$ cat src/rtl/rv32i_pkg.sv
// Shared types for the RV32I writeback arbiter.
// Request bundle, arbiter states and the x0 constant.
package rv32i_pkg;

  typedef struct packed {
    logic        en;
    logic [4:0]  rd;
    logic [31:0] data;
  } wb_req_t;

  typedef enum logic {
    PIPE_PRI,
    FORCE
  } arb_state_t;

  localparam logic [4:0] REG_X0 = 5'd0;

endpackage

$ cat src/rtl/rv32i_wb_fifo.sv
// Small sync FIFO of writeback requests.
// Also reports which registers are targeted by buffered entries.
module rv32i_wb_fifo
  import rv32i_pkg::*;
#(
  parameter int DEPTH = 2
) (
  input  logic                     clk,
  input  logic                     reset,
  input  logic                     push,
  input  wb_req_t                  din,
  input  logic                     pop,
  output wb_req_t                  head,
  output logic [$clog2(DEPTH):0]   count,
  output logic [31:0]              busy_mask
);

  localparam int PW = $clog2(DEPTH);

  wb_req_t        mem [DEPTH];
  logic [PW-1:0]  wptr;
  logic [PW-1:0]  rptr;
  logic [PW-1:0]  off;

  always_ff @(posedge clk) begin
    if (push) mem[wptr] <= din;
  end

  always_ff @(posedge clk or negedge reset) begin
    if (!reset) begin
      wptr  <= '0;
      rptr  <= '0;
      count <= '0;
    end else begin
      if (push) wptr <= wptr + PW'(1);
      if (pop)  rptr <= rptr + PW'(1);
      unique case ({push, pop})
        2'b10:   count <= count + 1'b1;
        2'b01:   count <= count - 1'b1;
        default: count <= count;
      endcase
    end
  end

  assign head = mem[rptr];

  // Mask is rebuilt from live entries, so duplicates stay set after a pop.
  always_comb begin
    busy_mask = '0;
    off       = '0;
    for (int i = 0; i < DEPTH; i++) begin
      off = PW'(i) - rptr;
      if ({1'b0, off} < count) busy_mask[mem[i].rd] = 1'b1;
    end
  end

endmodule

$ cat src/rtl/rv32i_wb_arbiter.sv
// Register-file write port arbiter: pipeline first,
// auxiliary results buffered and drained via forced stalls.
module rv32i_wb_arbiter
  import rv32i_pkg::*;
#(
  parameter int AUX_DEPTH    = 2,
  parameter int STARVE_LIMIT = 4
) (
  input  logic                         clk,
  input  logic                         reset,
  input  logic                         pipe_wb_en,
  input  logic [4:0]                   pipe_wb_reg,
  input  logic [31:0]                  pipe_wb_data,
  input  logic                         aux_valid,
  output logic                         aux_ready,
  input  logic [4:0]                   aux_reg,
  input  logic [31:0]                  aux_data,
  output logic                         stall_out,
  output logic                         rf_wb_en,
  output logic [4:0]                   rf_wb_reg,
  output logic [31:0]                  rf_wb_data,
  output logic                         df_wb_enable,
  output logic [4:0]                   df_wb_reg,
  output logic [31:0]                  df_wb_data,
  output logic [31:0]                  aux_busy_mask,
  output logic [$clog2(AUX_DEPTH):0]   aux_count
);

  localparam int CW = $clog2(AUX_DEPTH) + 1;
  localparam int SW = $clog2(STARVE_LIMIT + 1);

  arb_state_t    state;
  arb_state_t    state_n;
  logic [SW-1:0] starve;
  logic [SW-1:0] starve_n;
  logic          pipe_live;
  logic          push;
  logic          pop;
  logic          empty;
  wb_req_t       aux_req;
  wb_req_t       pipe_req;
  wb_req_t       head;
  wb_req_t       win;

  assign pipe_live = pipe_wb_en & (pipe_wb_reg != REG_X0);
  assign aux_ready = aux_count < CW'(AUX_DEPTH);
  assign push      = aux_valid & aux_ready & (aux_reg != REG_X0);
  assign empty     = aux_count == '0;
  assign aux_req   = '{en: 1'b1, rd: aux_reg, data: aux_data};
  assign pipe_req  = '{en: 1'b1, rd: pipe_wb_reg, data: pipe_wb_data};

  rv32i_wb_fifo #(
    .DEPTH (AUX_DEPTH)
  ) u_fifo (
    .clk       (clk),
    .reset     (reset),
    .push      (push),
    .din       (aux_req),
    .pop       (pop),
    .head      (head),
    .count     (aux_count),
    .busy_mask (aux_busy_mask)
  );

  always_comb begin
    state_n  = state;
    starve_n = starve;
    win      = '0;
    pop      = 1'b0;
    unique case (state)
      PIPE_PRI: begin
        if (pipe_live) begin
          win = pipe_req;
          if (!empty) begin
            if (starve == SW'(STARVE_LIMIT - 1)) state_n = FORCE;
            else starve_n = starve + SW'(1);
          end
        end else if (!empty) begin
          win      = head;
          pop      = 1'b1;
          starve_n = '0;
        end
      end
      FORCE: begin
        // Pipeline presents a bubble here; its inputs are ignored.
        state_n  = PIPE_PRI;
        starve_n = '0;
        if (!empty) begin
          win = head;
          pop = 1'b1;
        end
      end
      default: state_n = PIPE_PRI;
    endcase
  end

  always_ff @(posedge clk or negedge reset) begin
    if (!reset) begin
      state      <= PIPE_PRI;
      starve     <= '0;
      stall_out  <= 1'b0;
      rf_wb_en   <= 1'b0;
      rf_wb_reg  <= '0;
      rf_wb_data <= '0;
    end else begin
      state     <= state_n;
      starve    <= starve_n;
      stall_out <= state_n == FORCE;
      rf_wb_en  <= win.en;
      if (win.en) begin
        rf_wb_reg  <= win.rd;
        rf_wb_data <= win.data;
      end
    end
  end

  assign df_wb_enable = rf_wb_en;
  assign df_wb_reg    = rf_wb_reg;
  assign df_wb_data   = rf_wb_data;

endmodule

$ cat config.mk
export PLATFORM = sky130hd
export DESIGN_NAME = rv32i_wb_arbiter
export DESIGN_NICKNAME = d
export VERILOG_FILES = /design/src/rtl/rv32i_pkg.sv /design/src/rtl/rv32i_wb_fifo.sv /design/src/rtl/rv32i_wb_arbiter.sv
export SDC_FILE = /design/constraint.sdc
export NUM_CORES = 1
export LEC_CHECK = 0
export CORE_MARGIN = 2
export CORE_UTILIZATION = 43
export CTS_CLUSTER_DIAMETER = 40
export DETAILED_ROUTE_END_ITERATION = 10
export GPL_ROUTABILITY_DRIVEN = 0
export PLACE_DENSITY = 0.82
export RECOVER_POWER = 25
export SYNTH_ARGS = -nofsm -noshare
export SYNTH_HDL_FRONTEND = slang
export SYNTH_SLANG_ARGS = --single-unit
$ cat constraint.sdc
create_clock -name clk -period 3.79 [get_ports clk]
set_input_delay 0.9475 -clock clk [delete_from_list [all_inputs] [get_ports clk]]
set_output_delay 0.9475 -clock clk [all_outputs]
set_load 0.02 [all_outputs]
Yosys cells after proc, flatten, opt, wreduce, memory -nomap -nowiden --
Memory sizes are Yosys's and may differ from the RTL's. Index checks and enable logic that the tools add are counted.
Cells by class: shift operators 0, divide/modulo/power cells 0, equality and inequality tests 5, $lt $le $gt $ge 7, $add $sub $neg 7, reductions and logical operators 7, muxes and demuxes 24, bitwise logic cells 5, multiply operators 0
Operators by type and width (count):
- 38-bit 2-to-1 mux | 2
- 38-bit one-hot mux with 2 select lines | 1
- 32-bit 2-to-1 mux | 2
- 32-bit bitwise OR | 1
- 5-bit by 6-bit < comparator with 1-bit output (second input constant) | 2
- 3-bit 2-to-1 mux | 4
- 1-bit demux with 5-bit select | 2
- 5-bit by 1-bit >= comparator with 1-bit output (second input constant) | 2
- 5-bit nonzero test | 2
- 1-bit 2-to-1 mux | 9
- 3-bit one-hot mux with 2 select lines | 1
- 1-bit by 2-bit < comparator with 1-bit output | 2
- 1-bit one-hot mux with 2 select lines | 2
- 2-bit one-hot mux with 2 select lines | 1
- 3-bit by 1-bit adder with 3-bit output (second input constant) | 1
- 1-bit bitwise AND | 3
- 3-bit by 2-bit == test with 1-bit output (second input constant) | 1
- 3-bit != test (second input constant) | 1
- 1-bit adder (second input constant) | 2
- 2-bit by 1-bit adder with 2-bit output (second input constant) | 1
- 2-bit by 1-bit == test with 1-bit output (second input constant) | 1
- 2-bit == test (second input constant) | 1
- 1-bit logical AND | 2
- 2-bit logical NOT | 1
- 7 further kinds | 8
Storage, ports and cells: memory bits (read-only) 0, register bits 46, bits in writable memories 74, memories kept 1, bits of input ports 78, bits in latches 0
Memories:
- u_fifo.mem | words 2, bits a word 37, read ports 3, clocked after memory_dff 0, wr ports 1, RTL line rv32i_wb_fifo.sv:20 | wb_req_t mem [DEPTH];

Longest topological paths before layout --
An unclocked memory read counts as a cell.
word-level depth 8, mapped depth 8

Modules after synthesis --
A second synthesis with hierarchy kept.
Second synthesis, totals: cells, all modules 422, area, all modules 5698.0 um2
Modules (own cells, without submodules):
- rv32i_wb_fifo | cells an instance 196, instances 1, sequential area each 2382.3 um2, area an instance 3334.4 um2
- rv32i_wb_arbiter | cells an instance 226, instances 1, sequential area each 1051.0 um2, area an instance 2363.5 um2

Worst setup path before layout --
OpenSTA, ideal clock, no wires.
path type input to register, start point input port aux_reg[3], end point memory u_fifo.mem[0][0] (netlist bit) (enable), path slack 0.576 ns, arrival 2.782 ns, stages on the path 3, buffers on the path 0, path through or4_1 -> o211ai_1 -> nor2_1
Between the ends: longest elaborated chain between the ends 4
Ends and longest elaborated chain:
- from (decl) | RTL line rv32i_wb_arbiter.sv:16 | input logic [4:0] aux_reg,
- 5-bit nonzero test | RTL line rv32i_wb_arbiter.sv:47 | assign push = aux_valid & aux_ready & (aux_reg != REG_X0);
- 1-bit bitwise AND | RTL line rv32i_wb_arbiter.sv:47
- 1-bit 2-to-1 mux | RTL line rv32i_wb_fifo.sv:26 | if (push) mem[wptr] <= din;
- 1-bit 2-to-1 mux (implied by the code) | RTL line rv32i_wb_fifo.sv:26
- to (decl) | RTL line rv32i_wb_fifo.sv:20
No other way between the ends.

Worst setup path after layout --
start point register u_fifo.count[0], end point output port aux_busy_mask[17]
Between the ends: longest elaborated chain between the ends 4, elaborated cells between the ends (all ways) 5, those cells by class order compare (2); mux (2); bitwise (1)
Ends and longest elaborated chain:
- from (decl) | RTL line rv32i_wb_fifo.sv:14 | output logic [$clog2(DEPTH):0] count,
- from (signal assigned) | RTL line rv32i_wb_fifo.sv:38 | 2'b10: count <= count + 1'b1;
- from (signal assigned) | RTL line rv32i_wb_fifo.sv:39 | 2'b01: count <= count - 1'b1;
- from (signal assigned) | RTL line rv32i_wb_fifo.sv:40 | default: count <= count;
- 1-bit by 2-bit < comparator with 1-bit output | RTL line rv32i_wb_fifo.sv:53 | if ({1'b0, off} < count) busy_mask[mem[i].rd] = 1'b1;
- 32-bit 2-to-1 mux | RTL line rv32i_wb_fifo.sv:53
- 32-bit bitwise OR (no source line)
- 32-bit 2-to-1 mux (*) | RTL line rv32i_wb_fifo.sv:53
- to (decl) | RTL line rv32i_wb_arbiter.sv:25 | output logic [31:0] aux_busy_mask,
Every way passes the cells marked *; elsewhere a longest branch is shown, timed or not.

==> impl_metrics.env <==
export IMPL_syn_area_um2=5420
export IMPL_clkSinkCount=120
export IMPL_clockBufferDepth=2
export IMPL_dp_hpwl_mm=8.67
export IMPL_holdWs_ns=0.509
export IMPL_num_vias=4052
export IMPL_cts_root_buffer="clkbuf_16"
export IMPL_nets=694
export IMPL_worst_setup_path_start_kind="flip-flop"
export IMPL_cts_setup_buffers=0
export IMPL_drt_iter0_markers=231
export IMPL_ctsHoldBuffers=0
export IMPL_grt_max_degree=40
export IMPL_area_growth_pct=43.8
export IMPL_critPathArrivalTime_ns=2.63
export IMPL_timing_slew_headroom_pct=-14.7
export IMPL_path_max_fanout=8
export IMPL_cts_made_buffers=17
export IMPL_ir_drop_mv=0.369
export IMPL_hold_violations=0
export IMPL_fin_ws_ns=0.213
export IMPL_finalSetupViolations=0
export IMPL_chipHeight_um=116
export IMPL_start_util_pct=43.5
export IMPL_use_met2_pct=33.3
export IMPL_cts_repair_resize_count=0
export IMPL_worst_setup_path_type="flip-flop to output port"
export IMPL_synth_warnings=0
export IMPL_cp_required_ns=2.84
export IMPL_drc_errors=0
export IMPL_finalCritPeriodShare_pct=94.4
export IMPL_largest_reg_flops=74
export IMPL_core_um2=12500
export IMPL_syn_area_per_cell_um2=11.6
export IMPL_outcome="finished with violations"
export IMPL_grt_antenna_before_repair=1
export IMPL_grt_pass1_wl_mm=19.6
export IMPL_yosysUniqueCellTypes=32
export IMPL_drt_pass1_iterations=4
export IMPL_fin_setup_tns_ns=0
export IMPL_p_per_area_nw_per_um2=764
export IMPL_gr_usage_met1_pct=22.4
export IMPL_die_area_um2=13500
export IMPL_syn_num_nets=549
export IMPL_fill_cells=968
export IMPL_die_w_um=116
export IMPL_rows=41
export IMPL_wl_per_cell_um=15.8
export IMPL_synth_seq_area_share_pct=62.2
export IMPL_p_leak_nw=2.95
export IMPL_final_cell_mix="157 x clkdlybuf4s50_1, 74 x edfxtp_1, 45 x nor2_1, 45 x dfrtp_1, 41 x nand2_1"
export IMPL_rsz0062_at_grt="false"
export IMPL_clock_fmax_mhz=280
export IMPL_wl_mm=12.6
export IMPL_yosys_register_bits=120
export IMPL_violations="max-capacitance violations, max-slew violations"
export IMPL_use_met3_pct=4.93
export IMPL_worstSetupEndpointType="output port"
export IMPL_gr_usage_all_layers_pct=18.8
export IMPL_layout_commonest_cell="clkdlybuf4s50_1"
export IMPL_grt_overflow=0
export IMPL_ant_nets=0
export IMPL_portBuffers=189
export IMPL_skew_ns=0.00961
export IMPL_drive_gt1_share_pct=7.35
export IMPL_cts_tree="built"
export IMPL_routed_via_density=5.07
export IMPL_grt_busiest_layer="met2"
export IMPL_cap_violations=1
export IMPL_pre_cts_slack_ns=0.576
export IMPL_grt_pass1_vias=4029
export IMPL_hold_path_class="flip-flop to flip-flop"
export IMPL_path_clk_slew_ns=0.05
export IMPL_synthCells=468
export IMPL_h_tree_depth=4
export IMPL_final_max_slew_viol_count=30
export IMPL_ios=190
export IMPL_post_route_min_period_ns=3.58
export IMPL_clk_latency_ns=0.40
export IMPL_worst_pin_slew_ns=1.72
==> layout make-up <==
type / count / area, um^2 / area share, %
Sequential cell: 120 / 3370 / 43.3
Timing Repair Buffer: 195 / 1930 / 24.8
Multi-Input combinational cell: 275 / 1640 / 21.1
Clock buffer: 20 / 437 / 5.60
Tap cell: 172 / 215 / 2.76
Clock inverter: 12 / 178 / 2.28
Inverter: 4 / 15.0 / 0.193
Antenna cell: 1 / 2.50 / 0.0321
==> per-layer routing <==
layer	vias up	share of wire (%)	wire length, um
li1	1950	-	-
met1	1941	41	5220
met2	149	51	6490
met3	12	6.2	782
met4	0	0.96	121
met5	-	0	0
==> metrics by stage <==
stage                     std cells  area [um^2]  total power, mW  util, %
after detailed placement        766         7180             4.34     57.6
after CTS                       798         7790             6.02     62.5
after floorplan                 468         5420             3.49        -
after global placement          766         7180             4.26     57.6
final                           799         7790             5.95     62.5
after global routing            799         7790             6.27     62.5
==> worst paths after layout <==
kind / start / endpoint / slack [ns] / cells past startpoint
max in group asynchronous: reset / u_fifo.rptr / 1.67 / 1
min: starve[2] / starve[2] / 0.51 / 1
max reg2reg: u_fifo.count[1] / u_fifo.mem[1][0] / 1.55 / 3
max: u_fifo.count[0] / aux_busy_mask[17] / 0.21 / 5
min reg2reg: starve[2] / starve[2] / 0.51 / 1
min in group asynchronous: reset / df_wb_reg[1] / 0.99 / 1
==> critical path, cell delays in order, from the launching register on <==
cell and delay [ns]:
dfrtp_1 0.51, nor2b_1 0.21, nor2_1 0.08, or3b_2 0.58
o22ai_1 0.21, clkdlybuf4s50_1 0.64
==> Yosys cell counts <==
master	number	share of area [%]
edfxtp_1	74	41
nor2_1	48	3.3
dfrtp_1	46	21
nand2_1	41	2.8
a21oi_1	38	3.5
buf_4	38	5.3
mux2i_1	37	6.8
o21ai_0	37	3.4
o22ai_1	32	3.7
clkbuf_1	25	1.7
nand3b_1	7	0.97
or3b_2	6	0.97
buf_2	4	0.37
inv_1	4	0.28
or3_1	4	0.46
xnor2_1	4	0.65
ha_1	3	0.69
a22o_1	2	0.32
nand3_1	2	0.18
nor2b_1	2	0.23
o211ai_1	2	0.28
or4_1	2	0.28
a21o_1	1	0.14
and3_1	1	0.12
buf_1	1	0.069
buf_6	1	0.21
mux2_4	1	0.28
nand2b_1	1	0.12
nor3b_1	1	0.14
o21a_1	1	0.14
or2_2	1	0.12
xor2_1	1	0.16
==> kinds of logic (layout without fill, tap and decap cells) <==
kind of cell	after synthesis	count (layout)	share of synthesized area, %
flip-flops	120	120	62.2
AND/OR/NAND/NOR	116	116	9.74
AO/OA/AOI/OAI	113	113	11.5
buffers and inverters	73	231	7.92
multiplexers	38	38	7.11
XOR/XNOR	5	5	0.808
adder cells (fa/ha/maj)	3	3	0.693
other	0	1	0
==> report_power, final <==
group / total (mW) / internal (mW) / switching, mW
combinational: 2.33 / 1.04 / 1.29
clock: 1.66 / 1.10 / 0.558
sequential: 1.96 / 1.74 / 0.221
total: 5.95 / 3.89 / 2.07
Note: power is estimated with default switching activity, not from simulation.
